### src/rtl/conv_window_buffer_pkg.sv
// conv_window_buffer_pkg
// Shared constants for the 5x5 Float8 window generator and its delay line.
//   KERNEL_DIM  : window edge length (5)
//   KERNEL_TAPS : taps per window (25)
//   FLOAT8_W    : bits per pixel (8)
//   WIN_BUS_W   : width of the parallel tap bus (200)
// tap_offset() gives the delay-line position (counted back from the newest
// pixel) that feeds window tap (r, c).
package conv_window_buffer_pkg;

    localparam int KERNEL_DIM  = 5;
    localparam int KERNEL_TAPS = KERNEL_DIM * KERNEL_DIM;
    localparam int FLOAT8_W    = 8;
    localparam int WIN_BUS_W   = KERNEL_TAPS * FLOAT8_W;

    function automatic int tap_offset(input int r, input int c, input int img_w);
        return (KERNEL_DIM - 1 - r) * img_w + (KERNEL_DIM - 1 - c);
    endfunction

endpackage

### src/rtl/conv_line_shift.sv
// conv_line_shift
// Shift-enabled delay line of (KERNEL_DIM-1)*IMG_W + KERNEL_DIM pixels that
// exposes the 25 window tap positions as one flat bus.
// Ports:
//   clk      : rising-edge clock
//   rst      : asynchronous active-high reset, zeroes the whole line
//   shift_en : advance the line by one pixel this cycle
//   pixel    : pixel entering the line (position 0 = newest)
//   taps     : tap i = r*KERNEL_DIM+c at bits [8i+7:8i]; r=0/c=0 is the
//              oldest row/column, tap 24 is the newest pixel
module conv_line_shift
    import conv_window_buffer_pkg::*;
#(
    parameter int IMG_W = 28
) (
    input  logic                 clk,
    input  logic                 rst,
    input  logic                 shift_en,
    input  logic [FLOAT8_W-1:0]  pixel,
    output logic [WIN_BUS_W-1:0] taps
);

    localparam int DEPTH = (KERNEL_DIM - 1) * IMG_W + KERNEL_DIM;

    logic [FLOAT8_W-1:0] line [DEPTH];

    always_ff @(posedge clk or posedge rst) begin
        if (rst) begin
            for (int i = 0; i < DEPTH; i++) line[i] <= '0;
        end else if (shift_en) begin
            line[0] <= pixel;
            for (int i = 1; i < DEPTH; i++) line[i] <= line[i-1];
        end
    end

    // Taps come straight from registers, so pixel never reaches taps combinationally.
    for (genvar r = 0; r < KERNEL_DIM; r++) begin : g_row
        for (genvar c = 0; c < KERNEL_DIM; c++) begin : g_col
            assign taps[(r*KERNEL_DIM + c)*FLOAT8_W +: FLOAT8_W] = line[tap_offset(r, c, IMG_W)];
        end
    end

endmodule

### src/rtl/conv_window_buffer.sv
// conv_window_buffer
// Streaming 5x5 window generator. Accepts one Float8 pixel per cycle in
// raster order and presents every complete valid-region window as 25
// parallel taps with a valid/ready handshake.
// Optional feature macro: CONV_WIN_LAST_EN adds win_last, flagging the final
// window of each frame.
// Ports:
//   clk       : rising-edge clock
//   rst       : asynchronous active-high reset
//   clr       : synchronous frame restart (row/col/win_valid to 0)
//   in_valid  : pixel_in valid
//   in_ready  : pixel can be accepted this cycle
//   pixel_in  : Float8 pixel, opaque
//   win_valid : win_data holds a complete window
//   win_ready : downstream consumes the window this cycle
//   win_data  : 25 taps, tap i = bits [8i+7:8i], i = r*5+c
//   win_last  : (CONV_WIN_LAST_EN only) window is the last of the frame
module conv_window_buffer
    import conv_window_buffer_pkg::*;
#(
    parameter int IMG_W = 28,
    parameter int IMG_H = 28
) (
    input  logic                 clk,
    input  logic                 rst,
    input  logic                 clr,
    input  logic                 in_valid,
    output logic                 in_ready,
    input  logic [FLOAT8_W-1:0]  pixel_in,
    output logic                 win_valid,
    input  logic                 win_ready,
    output logic [WIN_BUS_W-1:0] win_data
`ifdef CONV_WIN_LAST_EN
    ,
    output logic                 win_last
`endif
);

    localparam int COL_W = $clog2(IMG_W);
    localparam int ROW_W = $clog2(IMG_H);
    localparam logic [COL_W-1:0] COL_MAX   = COL_W'(IMG_W - 1);
    localparam logic [ROW_W-1:0] ROW_MAX   = ROW_W'(IMG_H - 1);
    localparam logic [COL_W-1:0] COL_FIRST = COL_W'(KERNEL_DIM - 1);
    localparam logic [ROW_W-1:0] ROW_FIRST = ROW_W'(KERNEL_DIM - 1);

    logic [COL_W-1:0] col;
    logic [ROW_W-1:0] row;
    logic             accept;
    logic             at_window;

    // A held window blocks intake; clr also blocks it so the pixel is dropped.
    assign in_ready  = !clr && (!win_valid || win_ready);
    assign accept    = in_valid && in_ready;
    // The pixel at (row, col) is the bottom-right corner of a full window.
    assign at_window = (row >= ROW_FIRST) && (col >= COL_FIRST);

    always_ff @(posedge clk or posedge rst) begin
        if (rst) begin
            col       <= '0;
            row       <= '0;
            win_valid <= 1'b0;
        end else if (clr) begin
            col       <= '0;
            row       <= '0;
            win_valid <= 1'b0;
        end else begin
            if (accept) begin
                if (col == COL_MAX) begin
                    col <= '0;
                    row <= (row == ROW_MAX) ? '0 : row + 1'b1;
                end else begin
                    col <= col + 1'b1;
                end
            end
            if (accept && at_window) begin
                win_valid <= 1'b1;
            end else if (win_ready) begin
                win_valid <= 1'b0;
            end
        end
    end

`ifdef CONV_WIN_LAST_EN
    logic at_frame_end;
    assign at_frame_end = (row == ROW_MAX) && (col == COL_MAX);

    always_ff @(posedge clk or posedge rst) begin
        if (rst) begin
            win_last <= 1'b0;
        end else if (clr) begin
            win_last <= 1'b0;
        end else if (accept && at_window) begin
            win_last <= at_frame_end;
        end else if (win_ready) begin
            win_last <= 1'b0;
        end
    end
`endif

    // The delay line only moves on accept, which keeps win_data stable under backpressure.
    conv_line_shift #(
        .IMG_W (IMG_W)
    ) u_line (
        .clk      (clk),
        .rst      (rst),
        .shift_en (accept),
        .pixel    (pixel_in),
        .taps     (win_data)
    );

endmodule

### config.mk
export PLATFORM = sky130hd
export DESIGN_NAME = conv_window_buffer
export DESIGN_NICKNAME = d
export VERILOG_FILES = /design/src/rtl/conv_window_buffer_pkg.sv /design/src/rtl/conv_line_shift.sv /design/src/rtl/conv_window_buffer.sv
export SDC_FILE = /design/constraint.sdc
export NUM_CORES = 2
export LEC_CHECK = 0
export ABC_CLOCK_PERIOD_IN_PS = 34400
export CELL_PAD_IN_SITES_DETAIL_PLACEMENT = 0
export CELL_PAD_IN_SITES_GLOBAL_PLACEMENT = 2
export CORE_ASPECT_RATIO = 0.6
export CORE_MARGIN = 2
export CORE_UTILIZATION = 30
export CTS_CLUSTER_DIAMETER = 100
export CTS_CLUSTER_SIZE = 28
export DETAILED_ROUTE_END_ITERATION = 10
export DONT_BUFFER_PORTS = 1
export PLACE_DENSITY_LB_ADDON = 0.08
export SETUP_SLACK_MARGIN = 0.2
export SLEW_MARGIN = 20
export SYNTH_ARGS = -nofsm -noshare
export SYNTH_HDL_FRONTEND = slang
export SYNTH_HIERARCHICAL = 1
export SYNTH_SLANG_ARGS = --single-unit
### constraint.sdc
create_clock -name clk -period 34.4 [get_ports clk]
set_input_delay 5.16 -clock clk [delete_from_list [all_inputs] [get_ports clk]]
set_output_delay 5.16 -clock clk [all_outputs]
set_load 0.05 [all_outputs]
Word-level counts from Yosys, hierarchy flattened --
Index checks and enable logic that the tools add are counted.
Storage, ports and cells: register bits after elaboration 947, logic and storage cells 147, bits of input ports 13
Operators by class: $lt $le $gt $ge 2, eq/ne operators 2, add/subtract/negate cells 2, reductions and logical operators 11, muxes and demuxes 10
Operators with widths (count):
- $mux W5 | 7
- $add A5 B1 Y5 const B | 2
- $eq A5 B5 Y1 const B | 2
- $ge A5 B3 Y1 const B | 2
- $logic_and A1 B1 Y1 | 4
- $reduce_bool A2 Y1 | 2
- $mux W1 | 3
- $reduce_bool A3 Y1 | 1
- $logic_not A1 Y1 | 2
- $reduce_and A2 Y1 | 1
- $logic_or A1 B1 Y1 | 1

Depth between registers and ports, before layout --
depth after elaboration 7, depth in mapped cells 7, depth with buffers taken out 5

Hierarchy --
Netlist, hierarchy kept.
Modules (own cells, without submodules):
- conv_line_shift | seq. area each 23422.5 µm², times used 1, area each 36376.1 µm², cells an instance 2177
- conv_window_buffer | seq. area each 275.3 µm², times used 1, area each 649.4 µm², cells an instance 69

Worst setup path before layout --
No wires, ideal clock.
kind input to output, start in clr, end out in_ready, data arrival time 5.977 ns, buffers on the path 1, data required time 29.240 ns, cell stages on the path 2, slack 23.263 ns, path through buf_2 > nor2_1
On the way: cells in the longest elaborated chain, start to end 2
Ends and longest elaborated chain:
- start: declaration | line conv_window_buffer.sv:26 | input logic clr,
- $logic_not A1 Y1 | line conv_window_buffer.sv:52 | assign in_ready = !clr && (!win_valid || win_ready);
- $logic_and A1 B1 Y1 | line conv_window_buffer.sv:52
- end: declaration | line conv_window_buffer.sv:28 | output logic in_ready,
No other way between the ends.

Worst setup path in the final report --
start in win_ready, end out in_ready
On the way: cells in the longest elaborated chain, start to end 2
Ends and longest elaborated chain:
- start: declaration | line conv_window_buffer.sv:31 | input logic win_ready,
- $logic_or A1 B1 Y1 | line conv_window_buffer.sv:52
- $logic_and A1 B1 Y1 | line conv_window_buffer.sv:52
No other way between the ends.

==> metrics.csv <==
metric,value,unit
status,completed,
yosysTopAreaCellShare,64.0,%
num-fill-cells,11700,
grt_pass1_wl,96500,um
track_usage,9.06,%
max_slew_margin,30.7,%
htree_levels,2,
synth_nets,2263,
final_cell_area,38100,sq um
yosys-top-cells-count,"dfrtp_1 (947), mux2_2 (896), buf_4 (280)",
hp-class,reg2reg,
worst_slack,23220,ps
fin_crit_sh,32.5,%
worst-path-stages,2,
antenna_found_initial,2,
power_density,51.7,nW/um^2
ys_ff_latch,947,
fmax,89.5,MHz
placed_cell_area,37000,sq um
peakVddDrop,28.3,uV
grt_max_degree,194,
path_cells,nor2b_1 -> nor2_1,
path_clk_slew,110,ps
async_flop_share,100,%
postCtsSetupRepairBufs,0,
grt_pass1_vias,17200,
path_buf_inv,0,
worstPathMaxFanout,6,
ys_warn_count,6,
drt_iter0_drc,668,
dr.pass1.iters,4,
synthAdderAreaFrac,0.135,%
reg2regPathDepth,6,
yosys.area_share.simple,0.470,%
hold_buffers,0,
final_hold_viol_count,0,
setup-violations-final,0,
worstPathRequired,29240,ps
synth_top_family_by_area,multiplexers,
root_buffer,clkbuf_16,
cp_slowest_cell,nor2_1,
cts_buffers,39,
synth_edf_count,0,
core_area,122000,sq um
synth_compound_area_share,0.291,%
slew_violations,0,
yosysMostFrequentCell,dfrtp_1,
syn_avg_cell_area,16.5,sq um
final_nets,2018,
synth.largest_area_cell,dfrtp_1,
slowest_delay,760,ps
portBuffers,0,
crit_arrival,6020,ps
cts.repair.resized,0,
die_area,126000,sq um
finalClockSkew,18.8,ps
die_width,458,um
leakage,18.8,nW
cts_tree,built,
synthFlopType,dfrtp_1,
ios,215,
multi_input_area,11000,sq um
crit_path_start_kind,input pin,
ant_nets,0,
dp_hpwl,33200,um
synthXorXnorAreaFrac,0,%
overflow,0,
fin_setup_tns,0,ps
syn2layout_area_growth,2.88,%
clockBufferDepth,3,
synthMuxAreaShare,28.9,%
crit_family,simple AND/OR/NAND/NOR gates,
drv_cap,0,
whs,500,ps
worstMarginPinSlew,1040,ps
clock-sinks,947,
syn_area,37000,sq um
drt-total-wl,56300,um
netlist_top_cells_area,"dfrtp_1 (64%), mux2_2 (27%), buf_4 (5.7%)",
drive_above_1_share,50.0,%
ys_types,31,
hold_depth,1,
rsz0062_at_grt,no,
layout_min_cycle_time,11180,ps
crit_type,in2out,
wl_per_cell,15.5,um
ff_latch_area,23700,sq um
synth-seq-area-share,64.0,%
gp_congestion,0.657,
start_util,30.3,%
vias_per_cell,4.35,
synth_cells,2246,
endpoint_kind,primary output,
clk_latency,620,ps
fp-row-count,99,
fp.dieH,276,um
place_ws,23210,ps
post-route-drc-count,0,
num_vias,15800,
==> per-stage QoR <==
stage               instances  util, %  power, mW
global route             3620     31.2       2.09
CTS                      3618     31.2       2.03
floorplan                2246        -       1.43
finish                   3620     31.2       1.97
global placement         3575     30.3       1.43
detailed placement       3575     30.3       1.44
==> flip-flops by register name, indices dropped and copies added, names as in the netlist <==
name,flops
col,5
row,5
u_line/line,736
u_line/taps,200
win_valid,1
==> where the power goes <==
group	leakage (nW)	switching (mW)	internal (mW)
Combinational	5.23	0.0633	0.0707
Sequential	13.0	0.0978	1.18
Clock	0.521	0.337	0.223
Total	18.8	0.498	1.47
==> layout make-up <==
class	count	share of cell area, %
clock buffer	42	2.70
antenna	1	0.00657
inverter	7	0.0887
multi-input combinational	986	29.0
sequential	947	62.2
timing repair buffer	20	0.621
tap	1616	5.31
clock inverter	1	0.0788
==> path summary, 6_finish.rpt <==
| kind | from | end | slack (ps) |
|---|---|---|---|
| setup / recovery | win_ready | in_ready | 23220 |
| hold / removal | u_line/line[646]$_DFFE_PP0P_ | u_line/line[638]$_DFFE_PP0P_ | 500 |
| setup reg to reg | win_valid$_DFFE_PP0P_ | u_line/line[781]$_DFFE_PP0P_ | 30060 |
| hold reg to reg | u_line/line[646]$_DFFE_PP0P_ | u_line/line[638]$_DFFE_PP0P_ | 500 |
| max in group asynchronous | rst | u_line/line[160]$_DFFE_PP0P_ | 27480 |
| min in group asynchronous | rst | col[0]$_DFFE_PP0P_ | 4430 |
==> cells in the final DEF, fill, tap and decap left out, types with 2 or more instances in the layout <==
| cell type | synthesis | layout |
|---|---|---|
| a31oi_1 | 2 | 2 |
| buf_4 | 280 | 13 |
| a311oi_1 | 2 | 2 |
| dfrtp_1 | 947 | 947 |
| buf_12 | 0 | 5 |
| a21oi_1 | 7 | 7 |
| nand2_1 | 5 | 5 |
| o21ai_0 | 3 | 3 |
| or3_1 | 2 | 2 |
| mux2_4 | 40 | 40 |
| nand2b_1 | 2 | 2 |
| inv_1 | 7 | 6 |
| nor2_1 | 4 | 3 |
| mux2_2 | 896 | 896 |
| clkbuf_16 | 0 | 41 |
| nor3b_1 | 2 | 2 |
| nand3_1 | 5 | 5 |
| ha_1 | 4 | 4 |
==> kinds of logic (layout without fill, tap and decap cells) <==
family,Yosys count,in the layout
fa+ha+maj,4,4
mux,937,937
simple gates,28,28
flops,947,947
other cells,0,1
compound gates,17,17
buf+inv,313,70
==> per-layer routing <==
layer,share of wire [%],vias to the layer above,GRT usage [%]
met2,47,105,14.6
met5,0,-,0
met3,4.8,62,2.48
met1,46,8462,12.1
li1,-,7123,-
met4,1.9,0,2.18
Note: power is estimated with default switching activity, not from simulation.
